### src/rtl/gpu_cmd_fifo.sv
// gpu_cmd_fifo: buffers CPU command writes and replays each one to the gpu
// as a paced interrupt transaction; DISPLAY commands wait for vblank.
module gpu_cmd_fifo #(
    parameter int DEPTH        = 16,
    parameter int PULSE_CYCLES = 2,
    parameter int GAP_CYCLES   = 2
) (
    input  logic                   clk,
    input  logic                   reset,
    input  logic                   wr_en,
    input  logic [1:0]             wr_code,
    input  logic [7:0]             wr_data,
    input  logic                   hold,
    input  logic                   vblank,
    output logic                   full,
    output logic                   empty,
    output logic [$clog2(DEPTH):0] count,
    output logic                   drop,
    output logic [1:0]             interrupt_code_out,
    output logic [7:0]             interrupt_data_out,
    output logic                   interrupt_enable
);
    localparam int AW   = $clog2(DEPTH);
    localparam int CW   = AW + 1;
    localparam int TMAX = (PULSE_CYCLES > GAP_CYCLES) ? PULSE_CYCLES : GAP_CYCLES;
    localparam int TW   = (TMAX > 1) ? $clog2(TMAX) : 1;

    typedef enum logic [1:0] {IDLE, SETUP, PULSE, GAP} state_t;

    logic [9:0]    mem_q [DEPTH];
    state_t        state_q, state_d;
    logic [TW-1:0] tmr_q, tmr_d;
    logic [AW-1:0] wr_ptr_q, wr_ptr_d;
    logic [AW-1:0] rd_ptr_q, rd_ptr_d;
    logic [CW-1:0] count_q, count_d;
    logic          drop_q, drop_d;
    logic          wr_last_q, wr_last_d;
    logic [1:0]    code_q, code_d;
    logic [7:0]    data_q, data_d;
    logic          en_q, en_d;

    logic          wr_acc;
    logic          pop;
    logic          head_vis;
    logic          issue;
    logic [9:0]    head;

    assign full  = (count_q == CW'(DEPTH));
    assign empty = (count_q == '0);

    always_comb begin
        wr_acc    = wr_en && !full;
        head      = mem_q[rd_ptr_q];
        // an entry becomes eligible one cycle after it is stored
        head_vis  = (count_q > CW'(wr_last_q));
        issue     = head_vis && !hold && (head[9:8] != 2'b10 || vblank);
        pop       = 1'b0;
        state_d   = state_q;
        tmr_d     = tmr_q;
        code_d    = code_q;
        data_d    = data_q;
        en_d      = 1'b0;
        unique case (state_q)
            IDLE: begin
                if (issue) begin
                    pop     = 1'b1;
                    code_d  = head[9:8];
                    data_d  = head[7:0];
                    state_d = SETUP;
                end
            end
            SETUP: begin
                state_d = PULSE;
                en_d    = 1'b1;
                tmr_d   = TW'(PULSE_CYCLES - 1);
            end
            PULSE: begin
                if (tmr_q == '0) begin
                    state_d = GAP;
                    tmr_d   = TW'(GAP_CYCLES - 1);
                end else begin
                    en_d  = 1'b1;
                    tmr_d = tmr_q - 1'b1;
                end
            end
            GAP: begin
                if (tmr_q == '0) begin
                    state_d = IDLE;
                end else begin
                    tmr_d = tmr_q - 1'b1;
                end
            end
            default: state_d = IDLE;
        endcase

        wr_ptr_d  = wr_ptr_q + AW'(wr_acc);
        rd_ptr_d  = rd_ptr_q + AW'(pop);
        wr_last_d = wr_acc;
        drop_d    = wr_en && full;
        unique case ({wr_acc, pop})
            2'b10:   count_d = count_q + 1'b1;
            2'b01:   count_d = count_q - 1'b1;
            default: count_d = count_q;
        endcase
    end

    always_ff @(posedge clk) begin
        if (reset) begin
            state_q   <= IDLE;
            tmr_q     <= '0;
            wr_ptr_q  <= '0;
            rd_ptr_q  <= '0;
            count_q   <= '0;
            drop_q    <= 1'b0;
            wr_last_q <= 1'b0;
            code_q    <= '0;
            data_q    <= '0;
            en_q      <= 1'b0;
        end else begin
            state_q   <= state_d;
            tmr_q     <= tmr_d;
            wr_ptr_q  <= wr_ptr_d;
            rd_ptr_q  <= rd_ptr_d;
            count_q   <= count_d;
            drop_q    <= drop_d;
            wr_last_q <= wr_last_d;
            code_q    <= code_d;
            data_q    <= data_d;
            en_q      <= en_d;
        end
    end

    always_ff @(posedge clk) begin
        if (!reset && wr_acc) begin
            mem_q[wr_ptr_q] <= {wr_code, wr_data};
        end
    end

    assign count              = count_q;
    assign drop               = drop_q;
    assign interrupt_code_out = code_q;
    assign interrupt_data_out = data_q;
    assign interrupt_enable   = en_q;

endmodule

### config.mk
export PLATFORM = sky130hd
export DESIGN_NAME = gpu_cmd_fifo
export DESIGN_NICKNAME = d
export VERILOG_FILES = /design/src/rtl/gpu_cmd_fifo.sv
export SDC_FILE = /design/constraint.sdc
export NUM_CORES = 1
export LEC_CHECK = 0
export ABC_AREA = 1
export CAP_MARGIN = 40
export CORE_MARGIN = 1
export CORE_UTILIZATION = 44
export CTS_CLUSTER_SIZE = 28
export DETAILED_ROUTE_END_ITERATION = 10
export PLACE_DENSITY = 0.62
export SETUP_SLACK_MARGIN = 0.4
export SLEW_MARGIN = 20
export SYNTH_ARGS = -nofsm -noshare
export SYNTH_HDL_FRONTEND = slang
export SYNTH_SLANG_ARGS = --single-unit
### constraint.sdc
create_clock -name clk -period 3.08 [get_ports clk]
set_input_delay 0.616 -clock clk [delete_from_list [all_inputs] [get_ports clk]]
set_output_delay 0.616 -clock clk [all_outputs]
set_load 0.05 [all_outputs]
# Word level (Yosys, flattened, before mapping)
# Memory sizes are Yosys's and may differ from the RTL's. A register that Yosys moved wholly into a read port is not among the register bits.
# Cells that the tools add are included.
[classes]
n_lt_le_gt_ge = 1
add_sub_neg = 5
n_eq_ne = 10
n_mux = 15
n_reduce_logical = 15
[op_table]
columns = ["cell", "n"]
rows = [
  ["5-bit one-hot mux with 2 select lines", 1],
  ["4-bit by 1-bit adder with 4-bit output", 2],
  ["2-bit != test (second input constant)", 4],
  ["2-bit one-hot mux with 4 select lines", 1],
  ["1-bit 2-to-1 mux", 7],
  ["2-bit equality test (second input constant)", 3],
  ["2-bit 2-to-1 mux", 3],
  ["5-bit by 1-bit adder with 5-bit output (second input constant)", 1],
  ["5-bit equality test (second input constant)", 1],
  ["5-bit by 1-bit > comparator with 1-bit output", 1],
  ["1-bit logical AND", 5],
  ["5-bit zero test", 1],
  ["5-bit by 1-bit subtractor with 5-bit output (second input constant)", 1],
  ["2-bit by 1-bit equality test with 1-bit output (second input constant)", 2],
  ["4-bit 2-to-1 mux", 1],
  ["1-bit zero test", 3],
  ["1-bit one-hot mux with 3 select lines", 1],
  ["3-bit AND reduction", 1],
  ["3-bit nonzero test", 1],
  ["2-bit zero test", 1],
  ["1-bit one-hot mux with 2 select lines", 1],
  ["2-bit AND reduction", 1],
  ["2-bit nonzero test", 1],
  ["1-bit logical OR", 1],
  ["1-bit subtractor (second input constant)", 1],
]
[word_totals]
memories = 1
ram_bits = 160
regBits = 29
input_bits = 15
word_cells = 57
[memory_table]
columns = ["memory", "depth", "word_bits", "read_ports", "rd_clocked_by_memory_dff", "write_ports", "line", "text"]
rows = [
  ["mem_q", 16, 10, 1, 1, 1, "30", "logic [9:0] mem_q [DEPTH];"],
]

# Depth between registers and ports, before layout
# Gate-level depths: netlist (run 1).
[depth]
depth_word = 7
depth_mapped = 23
depth_no_buf = 21

# Least setup slack after synthesis (run 1)
# No wires, ideal clock.
[synth_timing]
path_type = "register to register"
start = "reg count_q[1] (netlist: count[1])"
end = "reg count_q[4] (netlist: count[4])"
t_required_ns = 3.010
path_stages_with_launch = 16
path_slack_ns = -0.045
period_less_slack_ns = 3.125
arrival_ns = 3.055
cell_sequence = "dfxtp_1 > nor3_1 > nand2_1 > nor2_1 > inv_1 > nand2_1 > ha_1 > inv_1 > fa_1 > inv_1 > a31oi_1 > inv_1 > o21ai_0 > a21oi_1 > o21ai_0 > a21oi_1"
[synth_lines]
columns = ["item", "line", "text"]
rows = [
  ["from (decl)", "35", "logic [CW-1:0] count_q, count_d;"],
  ["from (signal assigned)", "124", "count_q <= count_d;"],
  ["5-bit equality test (*)", "48", "assign full = (count_q == CW'(DEPTH));"],
  ["named net full", "15", "output logic full,"],
  ["1-bit zero test (*)", "52", "wr_acc = wr_en && !full;"],
  ["1-bit logical AND (*)", "52", ""],
  ["2-bit by 1-bit equality test with 1-bit output / 2-bit equality test (equally long branches)", "100", "unique case ({wr_acc, pop})"],
  ["5-bit one-hot mux with 2 select lines / 2-bit nonzero test (equally long branches)", "-", ""],
]
# Mark *: on every way through the listed nets, which the timed path passes. The rest lies on a longest branch.
# A chain may end at the register's enable or synchronous reset.

==> results of run 1 <==
-- layer usage --
layer  global-route usage (%)  share of wire [%]
met3                    4.976                4.7
met2                    33.05                 49
met5                        0                  0
met4                    8.552                2.6
met1                    25.69                 43
-- worst reg2reg max path, cell delays in order (launching register included) --
cell	delay [ps]
dfxtp_4	380
buf_6	150
nor2_1	90
nor2_1	50
o21ai_1	100
nand3_1	110
nand3_1	100
nand2_2	70
nand2_2	70
nand3_2	70
inv_2	80
ha_4	190
inv_2	50
fa_2	370
inv_2	60
a31oi_1	60
inv_1	110
o21ai_2	80
a21oi_2	120
o21ai_1	80
a21oi_1	110
-- cells in the mapped netlist (all sizes together) --
library cell  instances  area [sq um]
edfxtp              160          4805
o32ai                 3         26.28
fa                    1         20.02
ha                   14         175.2
inv                  42         162.7
o211ai                3         22.52
o31ai                11         82.58
dfxtp                29         580.6
nor3                  2         10.01
nor2                 75         281.5
clkbuf                8         30.03
o22ai                 2         12.51
o221ai                2         17.52
a31oi                 1         6.260
a21oi                49         245.2
mux2                  1         11.26
nand2               163         611.8
xnor2                 4         35.03
o21ai                33         165.2
nand3                66         335.3
a211oi                1         7.510
buf                  27         182.7
-- cell families (layout without fill, tap and decap cells) --
logic type / after synthesis / after routing / synth area share [%]
fa+ha+maj: 15 / 15 / 2.494
xor+xnor: 4 / 4 / 0.4476
flops: 189 / 189 / 68.81
simple gates: 306 / 306 / 15.83
mux: 1 / 1 / 0.1439
compound gates: 105 / 105 / 7.482
buf+inv: 77 / 154 / 4.796
-- flip-flops by register name, summed over array words and instances (netlist names), 2 cells and up --
name,count
interrupt_code_out,2
wr_ptr_q,4
interrupt_data_out,8
state_q,2
mem_q,160
rd_ptr_q,4
count,5
-- final cells by class --
| type | instances | area, sq um |
|---|---|---|
| Multi-Input combinational cell | 431 | 2160 |
| Fill cell | 1446 | 8030 |
| Inverter | 42 | 165.2 |
| Clock inverter | 14 | 206.4 |
| Tap cell | 225 | 281.5 |
| Timing Repair Buffer | 80 | 684.4 |
| Sequential cell | 189 | 5400 |
| Clock buffer | 18 | 429.2 |
-- path summary, 6_finish.rpt --
kind,start,slack (ps),to,cells after the start
hold / removal,interrupt_data_out[5]$_SDFFE_PP0N_,460,interrupt_data_out[5]$_SDFFE_PP0N_,2
setup reg to reg,rd_ptr_q[0]$_SDFF_PP0_,520,count[4]$_SDFFE_PP0P_,20
hold reg to reg,interrupt_data_out[5]$_SDFFE_PP0N_,460,interrupt_data_out[5]$_SDFFE_PP0N_,2
setup / recovery,rd_ptr_q[0]$_SDFF_PP0_,520,count[4]$_SDFFE_PP0P_,20
-- what timing repair did --
action	4_1_cts	5_1_grt
buffers inserted	0	8
endpoints found under the setup margin	4	2
cloned	0	0
gates resized for setup	4	29
pin swaps	0	14
-- where the power goes --
group          leakage [nW]  internal (mW)  total (mW)  switching, mW
sequential             1.68           2.90        3.01          0.109
combinational          1.45          0.718        2.13           1.41
clock                 0.307           1.38        2.35          0.971
-- stage by stage --
step	hold slack [ps]	total power [mW]	setup WS (ps)	cells
2_1_floorplan	490.2	4.564	412.9	697
3_3_place_gp	455.7	5.001	421.6	959
3_5_place_dp	453.9	5.059	280.0	959
4_1_cts	464.3	7.397	374.8	991
5_1_grt	492.3	7.846	333.5	999
6_report	464.3	7.493	522.9	999
==> metrics.md, run 1 <==
| Metric | Value |
|---|---|
| Status | `finished, final reports clean` |
| Routed Antenna Nets | `0` |
| Maximum vdd ir drop | `approximately 0.48 mV` |
| Total global routing overflow | `0` |
| Share of layout cells above drive strength 1 | `14.47%` |
| Area Overhead vs Synth | `19.17%` |
| Slew headroom | `53.28%` |
| Vias in the first global route | `slightly above 5000` |
| Die X | `135.4 um` |
| Post-synthesis sequential area ratio | `68.81%` |
| Vias after detailed routing | `5341` |
| Post-DP HPWL | `~11000 um` |
| DRC errors left | `0` |
| Final Max Tran Viols | `0` |
| Unrepaired setup endpoints after global routing | `true` |
| Root Buffer | `clkbuf_16` |
| First drt pass iteration count | `5` |
| TritonCTS buffer count | `17` |
| Final min period | `2557 ps` |
| Drt initial violations | `approximately 420` |
| Gp weighted congestion | `0.8723` |
| Worst path most repeated cell | `inv_2` |
| Buffers and inverters on the worst path | `5` |
| CTS tree | `yes` |
| Synth warn | `0` |
| Core footprint | `roughly 0.017 sq mm` |
| Power Dens Cells | `803.4 mW/mm^2` |
| Mapped Cells | `697` |
| IO Port Bufs | `33` |
| Worst-path clk slew | `70 ps` |
| Setup violations, final | `0` |
| Pin count of the biggest net entering global routing | `66` |
| Arr. time, crit path | `about 2900 ps` |
| Clk_skew | `around 9.5 ps` |
| Final nets | `~790` |
| Setup_tns | `0 ps` |
| Gr usage total | `20.24%` |
| Netlist Area Pre-Place | `0.007826 sq mm` |
| Crit path cell chain | `buf_6 > nor2_1 > nor2_1 > o21ai_1 > nand3_1 > nand3_1 > nand2_2 > nand2_2 > nand3_2 > inv_2 > ha_4 > inv_2 > fa_2 > inv_2 > a31oi_1 > inv_1 > o21ai_2 > a21oi_2 > o21ai_1 > a21oi_1` |
| Die area | `roughly 0.018 sq mm` |
| Worst path top cell family by delay | `simple AND/OR/NAND/NOR gates` |
| Leading cell type in the layout, fill and taps excluded | `edfxtp_1` |
| First-pass GRT wire length | `27210 um` |
| Most frequent cells in the layout | `160 x edfxtp_1, 158 x nand2_1, 69 x nor2_1` |
| Post-Route Utilization | `53.73%` |
| Post-layout instance area | `around 0.0093 sq mm` |
| Final Hold Viols | `0` |
| Synth cell types | `29` |
| Vias per std cell | `5.346` |
| Worst-Margin Slew | `700.8 ps` |
| Syn Area/Cell | `around 11 sq um` |
| Max Fanout on Critical Path | `6` |
| Antenna diodes | `0` |
| Worst-case clock buffer depth | `2` |
| Critical path required time | `3440 ps` |
| Critical path's largest stage delay | `about 380 ps` |
| Hold_buf cts | `0` |
| Number of synthesized register bits | `around 190` |
| Clock sinks | `189` |
| Antenna violations before repair | `0` |
| # IOs | `34` |
| Final worst path period share | `83.02%` |
| Final wirelength | `17550 um` |
| Lkg Pwr | `3.440 nW` |
| H-tree levels | `4` |
| Skew-Pair Late Insertion Delay | `430 ps` |
| Row cnt | `48` |
| Max Cap Viol | `0` |
| CP Class | `reg2reg` |
| Startpoint types | `flop` |
| Max stage delay cell, worst path | `dfxtp_4` |
| Die Height | `around 140 um` |
| Post-synth net total | `727` |
| Wirelength per Cell | `~18 um` |
| Max frequency | `roughly 390 MHz` |
| Initial Utilization | `45.09%` |
| Cell Area, Placed | `0.008553 sq mm` |
| Min-delay worst type | `reg2reg` |
| CP Capture Type | `flop` |
No activity file was read; power rests on OpenSTA's default activity.
==> run 2: changes to the inputs <==
PLACE_DENSITY = 0.64   (was 0.62)
clock period = 2.3 ns   (was 3.08 ns; I/O delays follow)
==> run 2 against run 1 <==
  * The run now ends with negative setup slack left
  * Non-clock buffer count up 19
  * Final area increased by 7.1%
  * Power increased by 38%
  * Sequential share of layout area shrank 3.8 points
  * Hold slack better by 4.1 ps
  * Register-to-register slack got worse by 1000 ps
==> metrics.md, run 2 (same netlist as run 1, synthesis figures left out) <==
| Metric | Value |
|---|---|
| Max Cap Viol | `0 (unchanged)` |
| # placed instances | `975 (was 959)` |
| Met2 wire len | `9417 um (was 8636 um)` |
| First-pass GRT wire length | `29200 um (was 27210 um)` |
| Skew-Pair Late Insertion Delay | `430 ps (about the same)` |
| DRC errors left | `0 (unchanged)` |
| Area Overhead vs Synth | `27.64% (was 19.17%)` |
| Unrepaired setup endpoints after global routing | `true (unchanged)` |
| Gp weighted congestion | `0.8173 (was 0.8723)` |
| H-tree levels | `4 (unchanged)` |
| Post-layout instance area | `0.009990 sq mm (was 0.009326 sq mm)` |
| Register area | `0.005408 sq mm (was 0.005400 sq mm)` |
| WL met1 | `8428 um (was 7629 um)` |
| First drt pass iteration count | `6 (was 5)` |
| Vias after detailed routing | `5465 (was 5341)` |
| Largest Register | `mem_q (unchanged)` |
| Fill cells | `1394 (was 1446)` |
| Crit path cell chain | `clkbuf_16 > nand2_1 > nand3_1 > nand3_1 > nand3_1 > nand2_2 > nor2_2 > nand2_2 > nand3_2 > inv_2 > ha_4 > buf_4 > ha_4 > nand2_1 > nand2_1 > a31oi_1 > inv_1 > o21ai_2 > a21oi_2 > o21ai_1 > a21oi_1 (was buf_6 > nor2_1 > nor2_1 > o21ai_1 > nand3_1 > nand3_1 > nand2_2 > nand2_2 > nand3_2 > inv_2 > ha_4 > inv_2 > fa_2 > inv_2 > a31oi_1 > inv_1 > o21ai_2 > a21oi_2 > o21ai_1 > a21oi_1)` |
| Met3 wire length | `1103 um (was 829 um)` |
| Min-delay worst type | `reg2reg (unchanged)` |
| Cell Area, Placed | `0.008951 sq mm (was 0.008553 sq mm)` |
| Antenna diodes | `0 (unchanged)` |
| TritonCTS buffer count | `17 (unchanged)` |
| CP Capture Type | `flop (unchanged)` |
| Maximum vdd ir drop | `0.6867 mV (was 0.4796 mV)` |
| Power Dens Cells | `1038 mW/mm^2 (was 803.4 mW/mm^2)` |
| Drt initial violations | `505 (was 421)` |
| Max frequency | `357.0 MHz (was 391.1 MHz)` |
| Setup violations, final | `3 (was 0)` |
| Clk_skew | `17.97 ps (was 9.490 ps)` |
| Die area | `0.01832 sq mm (unchanged)` |
| Final Max Tran Viols | `0 (unchanged)` |
| Wirelength per Cell | `18.95 um (was 17.57 um)` |
| Vias in the first global route | `5303 (was 5132)` |
| Final worst path period share | `121.8% (was 83.02%)` |
| Share of layout cells above drive strength 1 | `22.82% (was 14.47%)` |
| Arr. time, crit path | `3110 ps (was 2920 ps)` |
| Antenna violations before repair | `0 (unchanged)` |
| Vias per std cell | `5.368 (was 5.346)` |
| CP Class | `reg2reg (unchanged)` |
| Worst-case clock buffer depth | `2 (unchanged)` |
| Final nets | `810 (was 791)` |
| Status | `finished with violations (was finished, final reports clean)` |
| Max Fanout on Critical Path | `8 (was 6)` |
| Multi-input logic area | `0.002504 sq mm (was 0.002160 sq mm)` |
| Non-filler cells in the finished layout | `1018 (was 999)` |
| Worst setup slack after layout | `-501.1 ps (was 522.9 ps)` |
| Final wirelength | `19290 um (was 17550 um)` |
| Final Hold Viols | `0 (unchanged)` |
| Root Buffer | `clkbuf_16 (unchanged)` |
| Most frequent cells in the layout | `160 x edfxtp_1, 148 x nand2_1, 62 x nand3_1 (was 160 x edfxtp_1, 158 x nand2_1, 69 x nor2_1)` |
| Startpoint types | `flop (unchanged)` |
| Pin count of the biggest net entering global routing | `65 (was 66)` |
| Routed Antenna Nets | `0 (unchanged)` |
| Critical path's largest stage delay | `430 ps (was 380 ps)` |
| # IOs | `34 (unchanged)` |
| Setup_tns | `-978.8 ps (was 0 ps)` |
| Max stage delay cell, worst path | `dfxtp_4 (unchanged)` |
| Core footprint | `0.01736 sq mm (unchanged)` |
| Final min period | `2801 ps (was 2557 ps)` |
| IO Port Bufs | `33 (unchanged)` |
| Worst-path clk slew | `70 ps (about the same)` |
| Uppermost layer routed | `met4 (unchanged)` |
| Hold_buf cts | `0 (unchanged)` |
| CTS tree | `yes (unchanged)` |
| Initial Utilization | `45.09% (unchanged)` |
| Max reg flops | `160 (unchanged)` |
| Post-DP HPWL | `11890 um (was 11430 um)` |
| Die X | `135.4 um (unchanged)` |
| Gr usage total | `21.64% (was 20.24%)` |
| Failing checks | `negative setup slack` |
| Row cnt | `48 (unchanged)` |
| Critical path required time | `2600 ps (was 3440 ps)` |
| Lkg Pwr | `3.691 nW (was 3.440 nW)` |
| Slew headroom | `58.91% (was 53.28%)` |
| Total global routing overflow | `0 (unchanged)` |
| Worst-Margin Slew | `614.5 ps (was 700.8 ps)` |
| Clock sinks | `189 (unchanged)` |
| Die Height | `135.4 um (unchanged)` |
| Leading cell type in the layout, fill and taps excluded | `edfxtp_1 (unchanged)` |
## run 2: changes by cell type in the layout (fill, tap and decap cells not counted), sizes merged
cell	before	now
bufinv	4	1
clkinv	3	5
dlygate4sd2	2	17
inv	48	46
clkbuf	18	25
clkdlybuf4s50	31	14
buf	47	64
## run 2: where the power goes
group	switching, mW	internal, mW
Combinational	2.19	1.33
Clock	1.26	1.50
Sequential	0.179	3.90
Total	3.63	6.74
## run 2: worst max-delay path, delay by kind of cell (launching register included)
| family | cells | cell delay (ps) |
|---|---|---|
| adders and majority gates | 2 | 400 |
| and+or+nand+nor | 10 | 820 |
| AOI/OAI and AO/OA | 5 | 570 |
| DFF | 1 | 430 |
| buffers and inverters | 4 | 480 |
## run 2: metal layers
metal | vias up | track usage [%]
li1 | 2583 | -
met1 | 2686 | 29.46
met2 | 173 | 34.64
met3 | 23 | 4.302
met4 | 0 | 7.366
met5 | - | 0
## run 2: timing repair
action                     in CTS  in global routing
setup endpoints to repair     194                179
pin swaps                       5                  9
cloned                          0                  3
setup buffers                   4                  4
resized for setup              44                 75
## run 2: path summary, 6_finish.rpt
path              slack [ps]                            endpoint                                from  cells past startpoint
hold / removal           470  interrupt_data_out[2]$_SDFFE_PP0N_  interrupt_data_out[2]$_SDFFE_PP0N_                      2
setup reg to reg        -500               count[4]$_SDFFE_PP0P_              rd_ptr_q[0]$_SDFF_PP0_                     21
setup / recovery        -500               count[4]$_SDFFE_PP0P_              rd_ptr_q[0]$_SDFF_PP0_                     21
hold reg to reg          470  interrupt_data_out[2]$_SDFFE_PP0N_  interrupt_data_out[2]$_SDFFE_PP0N_                      2
## run 2: final cells by class
cell class / instances / area share (%)
sequential: 189 / 54.13
multi-input combinational: 431 / 25.06
timing repair buffer: 99 / 10.71
clock buffer: 21 / 4.409
tap: 225 / 2.818
inverter: 42 / 1.804
clock inverter: 11 / 1.065
## run 2: metrics by stage
stage	hold WS, ps	total power [mW]	util [%]	worst slack, ps
2_1_floorplan	490.2	6.206	-	-223.2
3_3_place_gp	462.1	7.008	51.57	-245.0
3_5_place_dp	461.9	7.096	51.57	-294.0
4_1_cts	468.5	9.899	55.33	-177.3
5_1_grt	502.4	10.84	57.55	-631.7
6_report	468.4	10.37	57.55	-501.1
